[src/rtl/decode_ex_pipe_pkg.sv]
// Shared types for the rv32i decode/execute boundary.
// alu_op_t is the ALU operation encoding carried from decode into execute.
package decode_ex_pipe_pkg;

    typedef enum logic [3:0] {
        ALU_ADD  = 4'd0,
        ALU_SUB  = 4'd1,
        ALU_AND  = 4'd2,
        ALU_OR   = 4'd3,
        ALU_XOR  = 4'd4,
        ALU_SLT  = 4'd5,
        ALU_SLTU = 4'd6,
        ALU_SLL  = 4'd7,
        ALU_SRL  = 4'd8,
        ALU_SRA  = 4'd9
    } alu_op_t;

endpackage

[src/rtl/decode_ex_pipe.sv]
// ID/EX pipeline register: valid/ready handshake with a two-entry skid buffer,
// synchronous flush, and write-back bypass on captured and held operands.
module decode_ex_pipe
    import decode_ex_pipe_pkg::*;
#(
    parameter int DPW = 32,
    parameter int ADW = 5,
    parameter int IMW = 32
) (
    input  logic           clk,
    input  logic           rst_n,
    input  logic           flush,
    input  logic           in_valid,
    output logic           in_ready,
    input  logic           resultsrcD,
    input  logic           memwriteD,
    input  logic           alusrcD,
    input  logic           regwriteD,
    input  alu_op_t        alu_ctrlD,
    input  logic [DPW-1:0] rd_1,
    input  logic [DPW-1:0] rd_2,
    input  logic [ADW-1:0] Rs1D,
    input  logic [ADW-1:0] Rs2D,
    input  logic [ADW-1:0] RdD,
    input  logic [IMW-1:0] immextD,
    input  logic           wb_we,
    input  logic [ADW-1:0] wb_addr,
    input  logic [DPW-1:0] wb_data,
    output logic           out_valid,
    input  logic           out_ready,
    output logic           resultsrcE,
    output logic           memwriteE,
    output logic           alusrcE,
    output logic           regwriteE,
    output alu_op_t        alu_ctrlE,
    output logic [DPW-1:0] srcA,
    output logic [DPW-1:0] Rd2E,
    output logic [ADW-1:0] Rs1E,
    output logic [ADW-1:0] Rs2E,
    output logic [ADW-1:0] RdE,
    output logic [IMW-1:0] immextE
);

    typedef struct packed {
        logic           valid;
        logic           resultsrc;
        logic           memwrite;
        logic           alusrc;
        logic           regwrite;
        alu_op_t        alu_ctrl;
        logic [DPW-1:0] rd1;
        logic [DPW-1:0] rd2;
        logic [ADW-1:0] rs1;
        logic [ADW-1:0] rs2;
        logic [ADW-1:0] rd;
        logic [IMW-1:0] imm;
    } entry_t;

    entry_t m_q, s_q;
    entry_t m_d, s_d;
    entry_t cap, m_byp, s_byp;

    logic accept;
    logic m_free;

    // Register x0 is hard-wired zero, so a write-back to it must never bypass.
    function automatic logic wb_hit(input logic           we,
                                    input logic [ADW-1:0] waddr,
                                    input logic [ADW-1:0] a);
        return we && (waddr != '0) && (waddr == a);
    endfunction

    function automatic entry_t bypass(input entry_t         e,
                                      input logic           we,
                                      input logic [ADW-1:0] waddr,
                                      input logic [DPW-1:0] wdata);
        entry_t r;
        r = e;
        if (e.valid && wb_hit(we, waddr, e.rs1)) r.rd1 = wdata;
        if (e.valid && wb_hit(we, waddr, e.rs2)) r.rd2 = wdata;
        return r;
    endfunction

    assign in_ready = !s_q.valid;
    assign accept   = in_valid && in_ready;
    assign m_free   = !m_q.valid || out_ready;

    // NOTE: every variable written in an always_comb gets a default first, so no
    // path through the block leaves it unassigned and no latch is inferred.
    always_comb begin
        cap           = '0;
        cap.valid     = 1'b1;
        cap.resultsrc = resultsrcD;
        cap.memwrite  = memwriteD;
        cap.alusrc    = alusrcD;
        cap.regwrite  = regwriteD;
        cap.alu_ctrl  = alu_ctrlD;
        cap.rd1       = wb_hit(wb_we, wb_addr, Rs1D) ? wb_data : rd_1;
        cap.rd2       = wb_hit(wb_we, wb_addr, Rs2D) ? wb_data : rd_2;
        cap.rs1       = Rs1D;
        cap.rs2       = Rs2D;
        cap.rd        = RdD;
        cap.imm       = immextD;

        m_byp = bypass(m_q, wb_we, wb_addr, wb_data);
        s_byp = bypass(s_q, wb_we, wb_addr, wb_data);

        m_d = m_byp;
        s_d = s_byp;

        if (flush) begin
            m_d       = m_q;
            s_d       = s_q;
            m_d.valid = 1'b0;
            s_d.valid = 1'b0;
        end else if (m_free) begin
            if (s_q.valid) begin
                // The skid entry is older than anything arriving, so it advances first.
                m_d       = s_byp;
                s_d.valid = 1'b0;
            end else if (accept) begin
                m_d = cap;
            end else begin
                m_d.valid = 1'b0;
            end
        end else if (accept) begin
            s_d = cap;
        end
    end

    // NOTE: sequential state uses non-blocking assignments so every flop samples
    // the pre-edge values regardless of statement order.
    // NOTE: data flops are reset along with the valid bits so the E outputs read
    // zero out of reset rather than X.
    always_ff @(posedge clk or negedge rst_n) begin
        if (!rst_n) begin
            m_q <= '0;
            s_q <= '0;
        end else begin
            m_q <= m_d;
            s_q <= s_d;
        end
    end

    assign out_valid  = m_q.valid;
    assign regwriteE  = m_q.regwrite && m_q.valid;
    assign memwriteE  = m_q.memwrite && m_q.valid;
    assign resultsrcE = m_q.resultsrc;
    assign alusrcE    = m_q.alusrc;
    assign alu_ctrlE  = m_q.alu_ctrl;
    assign srcA       = m_q.rd1;
    assign Rd2E       = m_q.rd2;
    assign Rs1E       = m_q.rs1;
    assign Rs2E       = m_q.rs2;
    assign RdE        = m_q.rd;
    assign immextE    = m_q.imm;

endmodule

[config.mk]
export PLATFORM = sky130hd
export DESIGN_NAME = decode_ex_pipe
export DESIGN_NICKNAME = d
export VERILOG_FILES = /design/src/rtl/decode_ex_pipe_pkg.sv /design/src/rtl/decode_ex_pipe.sv
export SDC_FILE = /design/constraint.sdc
export NUM_CORES = 1
export LEC_CHECK = 0
export BUFFER_PORTS_ARGS = -buffer_cell sky130_fd_sc_hd__buf_4
export CAP_MARGIN = 30
export CORE_MARGIN = 2
export CORE_UTILIZATION = 35
export CTS_CLUSTER_DIAMETER = 50
export CTS_CLUSTER_SIZE = 8
export DETAILED_ROUTE_END_ITERATION = 8
export GPL_ROUTABILITY_DRIVEN = 0
export GPL_TIMING_DRIVEN = 0
export MAX_ROUTING_LAYER = met4
export PLACE_DENSITY = 0.61
export SETUP_SLACK_MARGIN = 0.2
export SKIP_LAST_GASP = 1
export SLEW_MARGIN = 20
export SYNTH_ARGS = -nofsm -noshare
export SYNTH_HDL_FRONTEND = slang
export SYNTH_SLANG_ARGS = --single-unit
[constraint.sdc]
create_clock -name clk -period 2.9 [get_ports clk]
set_clock_uncertainty 0.15 [all_clocks]
set_input_delay 0.29 -clock clk [delete_from_list [all_inputs] [get_ports clk]]
set_output_delay 0.29 -clock clk [all_outputs]
set_load 0.01 [all_outputs]
==> summary by stage, run 1 <==
Run status
The run finished with clean final reports.

Timing
The number of hold violations in the final report is 0. At the pin with the least slew margin, the transition time is 0.783 ns. Setup repair after global routing could not meet its margin everywhere.

Derived from the worst setup path, the maximum achievable clock frequency is 386 MHz. The worst slew margin relative to its limit is 0.478. Across all hold checks on the routed design, the worst slack comes to 0.0859 ns.

The final critical delay including setup and external delays is 2.59 ns. The total negative setup slack is 0 ns. The final number of max-transition violations is 0. The fraction of the cycle the final worst path needs is 0.894. The total setup violations reported at the end of the flow is 0.

Yosys
The cell count after synthesis is 1307. Counting flops and latches in the post-synthesis netlist gives 240. The commonest cells after synthesis are 263 x nand2_1, 240 x dfrtp_1, 119 x a22oi_1, 67 x clkbuf_1, 65 x o211ai_1. The number of flops mapped to enable cells by yosys is 0. The number of distinct standard cells referenced by the synthesized netlist is 47. By area the synthesized netlist is led by dfrtp_1 47%, nand2_1 7.7%, a22oi_1 6.9%, mux2_2 5.1%, a221o_1 5.0%.

The Yosys step of the flow raised 0 warnings. The netlist area before placement is 0.0129 mm². The most frequent cell after synthesis is nand2_1. After synthesis, the mean cell area works out to 9.84 µm².

Of the post-synthesis cell area, the dominant cell type holds 0.467. The most area-hungry cell type in the Yosys netlist is dfrtp_1. The post-synth net total is 1469. Of all flip-flops after synthesis, the portion carrying an async set or reset was 1.00. In the synthesized netlist the dominant register cell turns out to be dfrtp_1. For this run, the register share of the synthesized area comes to 0.467.

Clock network
The tree built by TritonCTS fans out to 240 sinks. Once the clock tree was built, the setup fixing pass inserted 0 buffers. CTS placed an instance of clkbuf_16 at the clock tree root.

The CTS tree is built. The clock edge transition at the registers on the reported setup and hold paths is 0.05 ns. The H-tree generated during clock tree synthesis spans 2 levels. The number of CTS-inserted buffers is 40. For the worst-skew pair, the clock arrives at the later sink with an insertion delay of 0.52 ns. The number of buffers on the longest clock path is 3.

Place
The port buffer count is 272. The number of placed instances, taps included, is 2049. Once detailed placement completed, the half-perimeter wirelength came to 33600 µm.

Worst setup path
The number of buffers and inverters on the critical path is 4. Among cell families on the critical path, the largest total delay comes from buffers and inverters. In this run the critical register-to-register path is captured at s_byp[7]$_DFFE_PN0P_.

The type of the worst setup path is in -> reg. For the worst setup path, the data required time is 3.14 ns. The slowest cell on the critical path is or4_4. The peak per-stage delay on the critical path is 0.64 ns. The path depth of the worst reg2reg path is 7. Data arrives at the worst endpoint at 2.83 ns. The worst setup path is captured at a register. The number of logic stages on the critical path including buffering is 8. In this run the worst path has a maximum fanout of 10. STA classifies the critical path startpoint as an input pin.

The worst register-to-register path begins at out_valid$_DFFE_PN0P_. The critical path goes through dlygate4sd3_1 -> buf_2 -> clkinv_1 -> o2111ai_2 -> or4_4 -> clkbuf_1 -> and3_1 -> a221o_1. The setup slack on the worst flop-to-flop path is 0.35 ns.

Floorplan
The initial core utilization is 0.353. The die covers 0.0383 mm². The area inside the core boundary is 0.0364 mm². The height of the die is 196 µm. In this run the count of I/O pins placed on the die edge is 283. Measured along the x axis, the die boundary spans 196 µm.

The floorplan row count is 70.

Route
The final wirelength is 48200 µm. The residual antenna-violating net count after detailed routing is 0. The detailed router placed 12400 vias in this run.

Dividing the detail-routed wire length by the instance count gives 21.3 µm. The starting DRC count in detailed routing is 898. The DRC violation count after routing is 0. The via density per instance is 5.48.

The first-pass iteration count of the detailed router is 5.

Hold path
The worst hold path passes through 3 cells. In this run the most critical hold path is launched from out_ready. The path type of the worst min-delay path is in -> reg. The hold path endpoint is s_byp[119]$_DFFE_PN0P_.

Global routing
The number of global-route vias before repair is 12500. The largest net degree at the start of global routing is 92. The overall overflow remaining after global route is 0. The first-pass GRT wire length is 74200 µm. The initial antenna violation count was 3.

The total global routing track utilization is 0.255.

Pwr
The peak supply drop is 437 µV. Dividing total power by cell area gives a power density of 620 mW/mm². The analysis attributes to cell leakage a power of 8.67 nW.

Cells and area
The post-route core utilization is 0.502. For this run, the number of standard cells in the final layout without fillers is 2259. The net total in the final layout is 1935. Of the cells placed in the final design, the portion with a size suffix greater than 1 is 0.283. The layout has 3315 filler cells.

The synthesis-to-layout area growth is 42.1%.

Flow run
Max-cap violations in this run came to 0.
-- per-layer routing --
| metal | share of wire | global-route usage |
|---|---|---|
| met2 | 0.47 | 0.408 |
| met4 | 0.025 | 0.0710 |
| met5 | 0 | - |
| met1 | 0.41 | 0.329 |
| met3 | 0.092 | 0.0533 |
-- where the power goes --
| part | internal, mW | leakage (nW) | switching [mW] |
|---|---|---|---|
| Combinational | 1.38 | 5.14 | 1.15 |
| Sequential | 4.02 | 2.97 | 0.428 |
| Clock | 2.71 | 0.566 | 1.63 |
| Total | 8.12 | 8.67 | 3.20 |
-- how the worst max path moves through the flow --
| stage | from | end | slack (ns) |
|---|---|---|---|
| after global placement | rst_n | immextE[12]$_DFFE_PN0P_ | -0.75 |
| final | flush | s_q[98]$_DFFE_PN0N_ | 0.31 |
| after floorplan | wb_addr[2] | srcA[10]$_DFFE_PN0N_ | 0.72 |
| after global routing | out_valid$_DFFE_PN0P_ | s_byp[117]$_DFFE_PN0P_ | 0.13 |
| after CTS | out_valid$_DFFE_PN0P_ | s_byp[32]$_DFFE_PN0P_ | 0.11 |
| after detailed placement | out_valid$_DFFE_PN0P_ | s_byp[43]$_DFFE_PN0P_ | -0.24 |
-- state kept, by name, indices dropped and copies added (netlist names) --
register / flops
immextE: 32
Rs1E: 5
alu_ctrlE: 4
s_q: 64
Rd2E: 32
alusrcE: 1
out_valid: 1
RdE: 5
m_byp: 2
resultsrcE: 1
srcA: 32
s_byp: 56
Rs2E: 5
-- stage by stage --
stage               setup WS, ns  power [mW]  instance area (µm²)
floorplan                  0.717        5.69                12900
global placement          -0.748        6.77                15500
detailed placement        -0.239        6.84                15600
CTS                        0.110        11.4                18200
global route               0.127        11.8                18300
finish                     0.308        11.3                18300
-- worst reg2reg max path: stages, from the launching register on --
cell      delay [ns]
dfrtp_1         0.45
nor2b_1         0.36
nand3_2         0.36
clkbuf_2        0.33
clkbuf_2        0.30
buf_1           0.31
nand2_1         0.14
nand2_1         0.06
-- what timing repair did --
item | CTS | global route
gates resized for setup | 8 | 16
endpoints found under the setup margin | 95 | 162
hold buffers | 150 | 0
hold endpoints to repair | 312 | 0
-- cell usage in the layout, fill, tap and decap left out, types with 3 or more instances in the layout --
| cell | synthesis | routed |
|---|---|---|
| dfrtp_1 | 240 | 240 |
| clkbuf_1 | 67 | 61 |
| nand2_1 | 263 | 263 |
| buf_1 | 8 | 7 |
| buf_6 | 9 | 9 |
| o21a_1 | 6 | 6 |
| diode_2 | 0 | 3 |
| xnor2_1 | 17 | 17 |
| buf_4 | 59 | 330 |
| and2_1 | 5 | 5 |
| o211ai_1 | 65 | 65 |
| nor2_1 | 58 | 58 |
| xor2_1 | 13 | 13 |
| nand4_1 | 5 | 5 |
| clkbuf_2 | 0 | 12 |
| mux2_2 | 58 | 58 |
| nor3_1 | 5 | 3 |
| a221o_1 | 64 | 64 |
| dlygate4sd3_1 | 0 | 150 |
| and3b_1 | 3 | 3 |
| buf_2 | 24 | 25 |
| mux2i_1 | 64 | 64 |
| or4_4 | 3 | 3 |
| a21oi_1 | 56 | 56 |
| a22oi_1 | 119 | 119 |
| and3_1 | 64 | 64 |
| clkbuf_16 | 0 | 40 |
-- cell type report --
class | count | area [µm²] | share of cell area
inverter | 2 | 7.51 | 0.000411
buffer | 167 | 962 | 0.0526
timing repair buffer | 424 | 3610 | 0.197
clock buffer | 48 | 1050 | 0.0575
sequential | 240 | 6010 | 0.329
multi-input combinational | 898 | 5930 | 0.325
tap | 468 | 586 | 0.0320
clock inverter | 9 | 119 | 0.00650
antenna | 3 | 7.51 | 0.000411
-- cell families after synthesis --
| group | after synthesis | synth area share |
|---|---|---|
| simple gates | 426 | 0.148 |
| compound gates | 319 | 0.189 |
| flops | 240 | 0.467 |
| buf+inv | 169 | 0.0741 |
| mux | 123 | 0.101 |
| xor+xnor | 30 | 0.0204 |
No activity file was read; power rests on OpenSTA's default activity.
==> run 2: changes to the inputs <==
--- a/config.mk
+++ b/config.mk
@@ -5,6 +5,7 @@
 export SDC_FILE = /design/constraint.sdc
 export NUM_CORES = 1
 export LEC_CHECK = 0
+export ABC_AREA = 1
 export BUFFER_PORTS_ARGS = -buffer_cell sky130_fd_sc_hd__buf_4
 export CAP_MARGIN = 30
 export CORE_MARGIN = 2
@@ -15,7 +16,7 @@
 export GPL_ROUTABILITY_DRIVEN = 0
 export GPL_TIMING_DRIVEN = 0
 export MAX_ROUTING_LAYER = met4
-export PLACE_DENSITY = 0.61
+export PLACE_DENSITY = 0.59
 export SETUP_SLACK_MARGIN = 0.2
 export SKIP_LAST_GASP = 1
 export SLEW_MARGIN = 20
==> summary by stage, run 2 <==
Clock network
The clock reaches the later pin of the worst-skew pair after 0.57 ns. The number of buffers on the longest clock path is 3. The buffers inserted during post-CTS setup optimization is 0. In this run the clock root is driven by a clkbuf_16.

The deepest level of the CTS H-tree is 2. The clock net sink count is 240. TritonCTS built the clock tree.

The number of CTS-inserted buffers is 42. Clock-pin slew was measured on the worst setup and hold paths at 0.05 ns.

Run status
The flow ran to the end, and the final reports show no timing, DRC or antenna violations.

Floorplan
The initial core utilization is 0.353. The die is 217 µm tall. The floorplan row count is 78. The die covers 0.0472 mm².

The number of placed I/O pins is 283. The core region is 0.0451 mm². From left edge to right edge, the die measures 217 µm.

Yosys
Synthesis produced 2239 cells. The synthesized flop and latch total is 240. The synthesis warning total is 0. The most frequent cell after synthesis is nand2_1. Ranked by total cell area, the synthesized netlist is headed by dfrtp_1 38%, nand2_1 13%, nand3_1 12%, inv_1 7.4%, mux2_2 3.6%.

Counting instances in the post-synthesis netlist gives the leading cell types as 556 x nand2_1, 388 x nand3_1, 312 x inv_1, 240 x dfrtp_1, 77 x nor2_1. The portion of the post-synthesis area used by sequential elements is 0.378. Yosys mapped a number of flops with a built-in enable equal to 0. The prevailing post-synth register cell is dfrtp_1. The mean post-synth cell area is 7.11 µm².

The mapped netlist covers 0.0159 mm². When the netlist entered floorplanning its net count stood at 2401. The area fraction of the dominant cell type after synthesis is 0.378. Of all cell types, the one taking the most synthesized area is dfrtp_1. The number of distinct standard cells referenced by the synthesized netlist is 30. Of all flip-flops after synthesis, the portion carrying an async set or reset was 1.00.

Worst setup path
In this design, the stage delay of the slowest critical-path cell is 0.60 ns. The type of the worst setup path is reg -> reg. The slowest cell on the critical path is buf_1. The number of buffers and inverters on the critical path is 3. The most frequent cell on the critical path is nor2_4. Data arrives at the worst endpoint at 2.90 ns. Along the worst path, the maximum fanout reaches 10. The sort of element at the start of the critical path is a register. Walking the worst path, the cells encountered are buf_4 -> nor2_4 -> inv_1 -> nor2_4 -> buf_1 -> nand3_1 -> o221ai_1. STA classifies the critical path endpoint as a register. The required time at the worst-slack endpoint is 3.23 ns. Grouping stages by cell kind, the critical path spends the most delay in buffers and inverters.

Global routing
The overall overflow remaining after global route is 0. The total global routing track utilization is 0.264. The first global-routing pass estimated 94100 µm of wire. The initial antenna violation count is 2. The number of global-route vias before repair is 16800. The largest net degree at the start of global routing is 99.

Cells and area
At the end of the flow, the number of nets in the layout was 2845. In the final layout, the share of cells above drive strength 1 is 0.241. The register with the most flip-flops in the layout has 64 of them. Compared with the post-synthesis result, the final layout area differs by 34.4%. The top cell types in the final layout, fill and taps aside, are 556 x nand2_1, 388 x nand3_1, 331 x buf_4, 312 x inv_1, 240 x dfrtp_1. The register containing the most flip-flops in the final layout is s_q. Leaving out fill and tap cells, the most frequent cell in the layout is nand2_1.

Timing
The number of hold violations in the final report is 0. Final hold analysis gives a worst-case slack of 0.0266 ns. Timing would allow up to 389 MHz. The final critical delay including setup and external delays is 2.57 ns.

Setup repair after global routing left no endpoint under its margin. Setup slack closes at 0.332 ns. The final number of max-transition violations is 0. The worst slew margin relative to its limit is 0.324. The fraction of the cycle the final worst path needs is 0.886. The transition time at the pin with the least slew margin is 1.01 ns. The total setup violations reported at the end of the flow is 0. After routing, the total negative slack on setup checks comes to 0 ns.

Place
The setup slack after placement is 0.159 ns. The port buffer count is 278. The post-detailed-placement half-perimeter wirelength is 43800 µm.

Flow run
The count of max-cap constraint violations is 0.

Route
After detailed routing, the number of remaining DRC violations is 0. The residual antenna-violating net count after detailed routing is 0. The via density per instance is 5.25.

Dividing the detail-routed wire length by the instance count gives 18.6 µm. The detailed router finished its first iteration with 1488 violations. The total number of vias is 17300.

The first-pass iteration count of the detailed router is 6. The routed design has 61400 µm of wire.

Hold path
The path class of the tightest hold or removal check is in -> reg.

Pwr
Power spread over the standard cell area amounts to 604 mW/mm². Across the VDD grid, the largest voltage drop is 410 µV. The total leakage power is 11.3 nW. Power comes to 12.9 mW.
[run 2: layout make-up]
| type | instances | area (µm²) |
|---|---|---|
| plain buffers | 205 | 1200 |
| multi-input cells | 1422 | 7310 |
| fillers | 4494 | 23700 |
| inverters | 372 | 1400 |
| flip-flops and latches | 240 | 6010 |
| well taps | 600 | 751 |
| clock inverters | 13 | 213 |
| diodes | 2 | 5.00 |
| clock buffers | 53 | 1150 |
| repair buffers | 400 | 3350 |
[run 2: worst paths after layout]
| kind | cells after the start | start | endpoint | slack [ns] |
|---|---|---|---|---|
| worst max-delay path | 7 | s_byp[119]$_DFFE_PN0P_ | s_q[72]$_DFFE_PN0N_ | 0.33 |
| worst min-delay path | 5 | rd_1[20] | s_q[99]$_DFFE_PN0N_ | 0.03 |
| worst max register to register | 7 | s_byp[119]$_DFFE_PN0P_ | s_q[72]$_DFFE_PN0N_ | 0.33 |
| worst min register to register | 2 | s_byp[2]$_DFFE_PN0P_ | s_byp[2]$_DFFE_PN0P_ | 0.33 |
| max in group asynchronous | 4 | rst_n | s_byp[27]$_DFFE_PN0P_ | 1.15 |
| min in group asynchronous | 2 | rst_n | Rd2E[13]$_DFFE_PN0N_ | 0.11 |
[run 2: per-layer routing]
metal,share of wire,wire (µm),global-route usage
met2,0.44,27300,0.399
met4,0.045,2760,0.117
met3,0.093,5730,0.0621
met1,0.42,25600,0.336
met5,0,0,-
[run 2: power breakdown]
| group | switching [mW] | internal (mW) |
|---|---|---|
| sequential | 0.375 | 4.04 |
| combinational | 1.99 | 1.55 |
| clock | 1.81 | 3.15 |
| total | 4.18 | 8.74 |
[run 2: worst reg2reg max path, delay by kind of cell (launching register included)]
kind / cells / cell delay [ns]
buf+inv: 3 / 0.97
flops: 1 / 0.35
compound gates: 1 / 0.12
simple gates: 3 / 0.90
[run 2: logic make-up (layout without fill, tap and decap cells)]
logic type	count (synthesis)	count (layout)	share of synthesized area
other	0	2	0
AO/OA/AOI/OAI	250	250	0.107
buffers and inverters	577	1043	0.163
XOR/XNOR	11	11	0.00606
AND/OR/NAND/NOR	1110	1110	0.310
flip-flops	240	240	0.378
multiplexers	51	51	0.0361
[run 2: what timing repair did]
action                                  in CTS  in global routing
endpoints found under the setup margin      15                  6
resized for setup                            2                  2
gates cloned                                 0                  0
endpoints found under the hold margin      231                  0
hold buffers                               120                  0
[run 2: through the flow]
| step | std cells | instance area [µm²] | utilization |
|---|---|---|---|
| final | 3307 | 21400 | 0.474 |
| after global routing | 3307 | 21400 | 0.474 |
| after CTS | 3305 | 21400 | 0.474 |
| after detailed placement | 3119 | 18800 | 0.417 |
| after global placement | 3117 | 18700 | 0.416 |
| after floorplan | 2239 | 15900 | - |
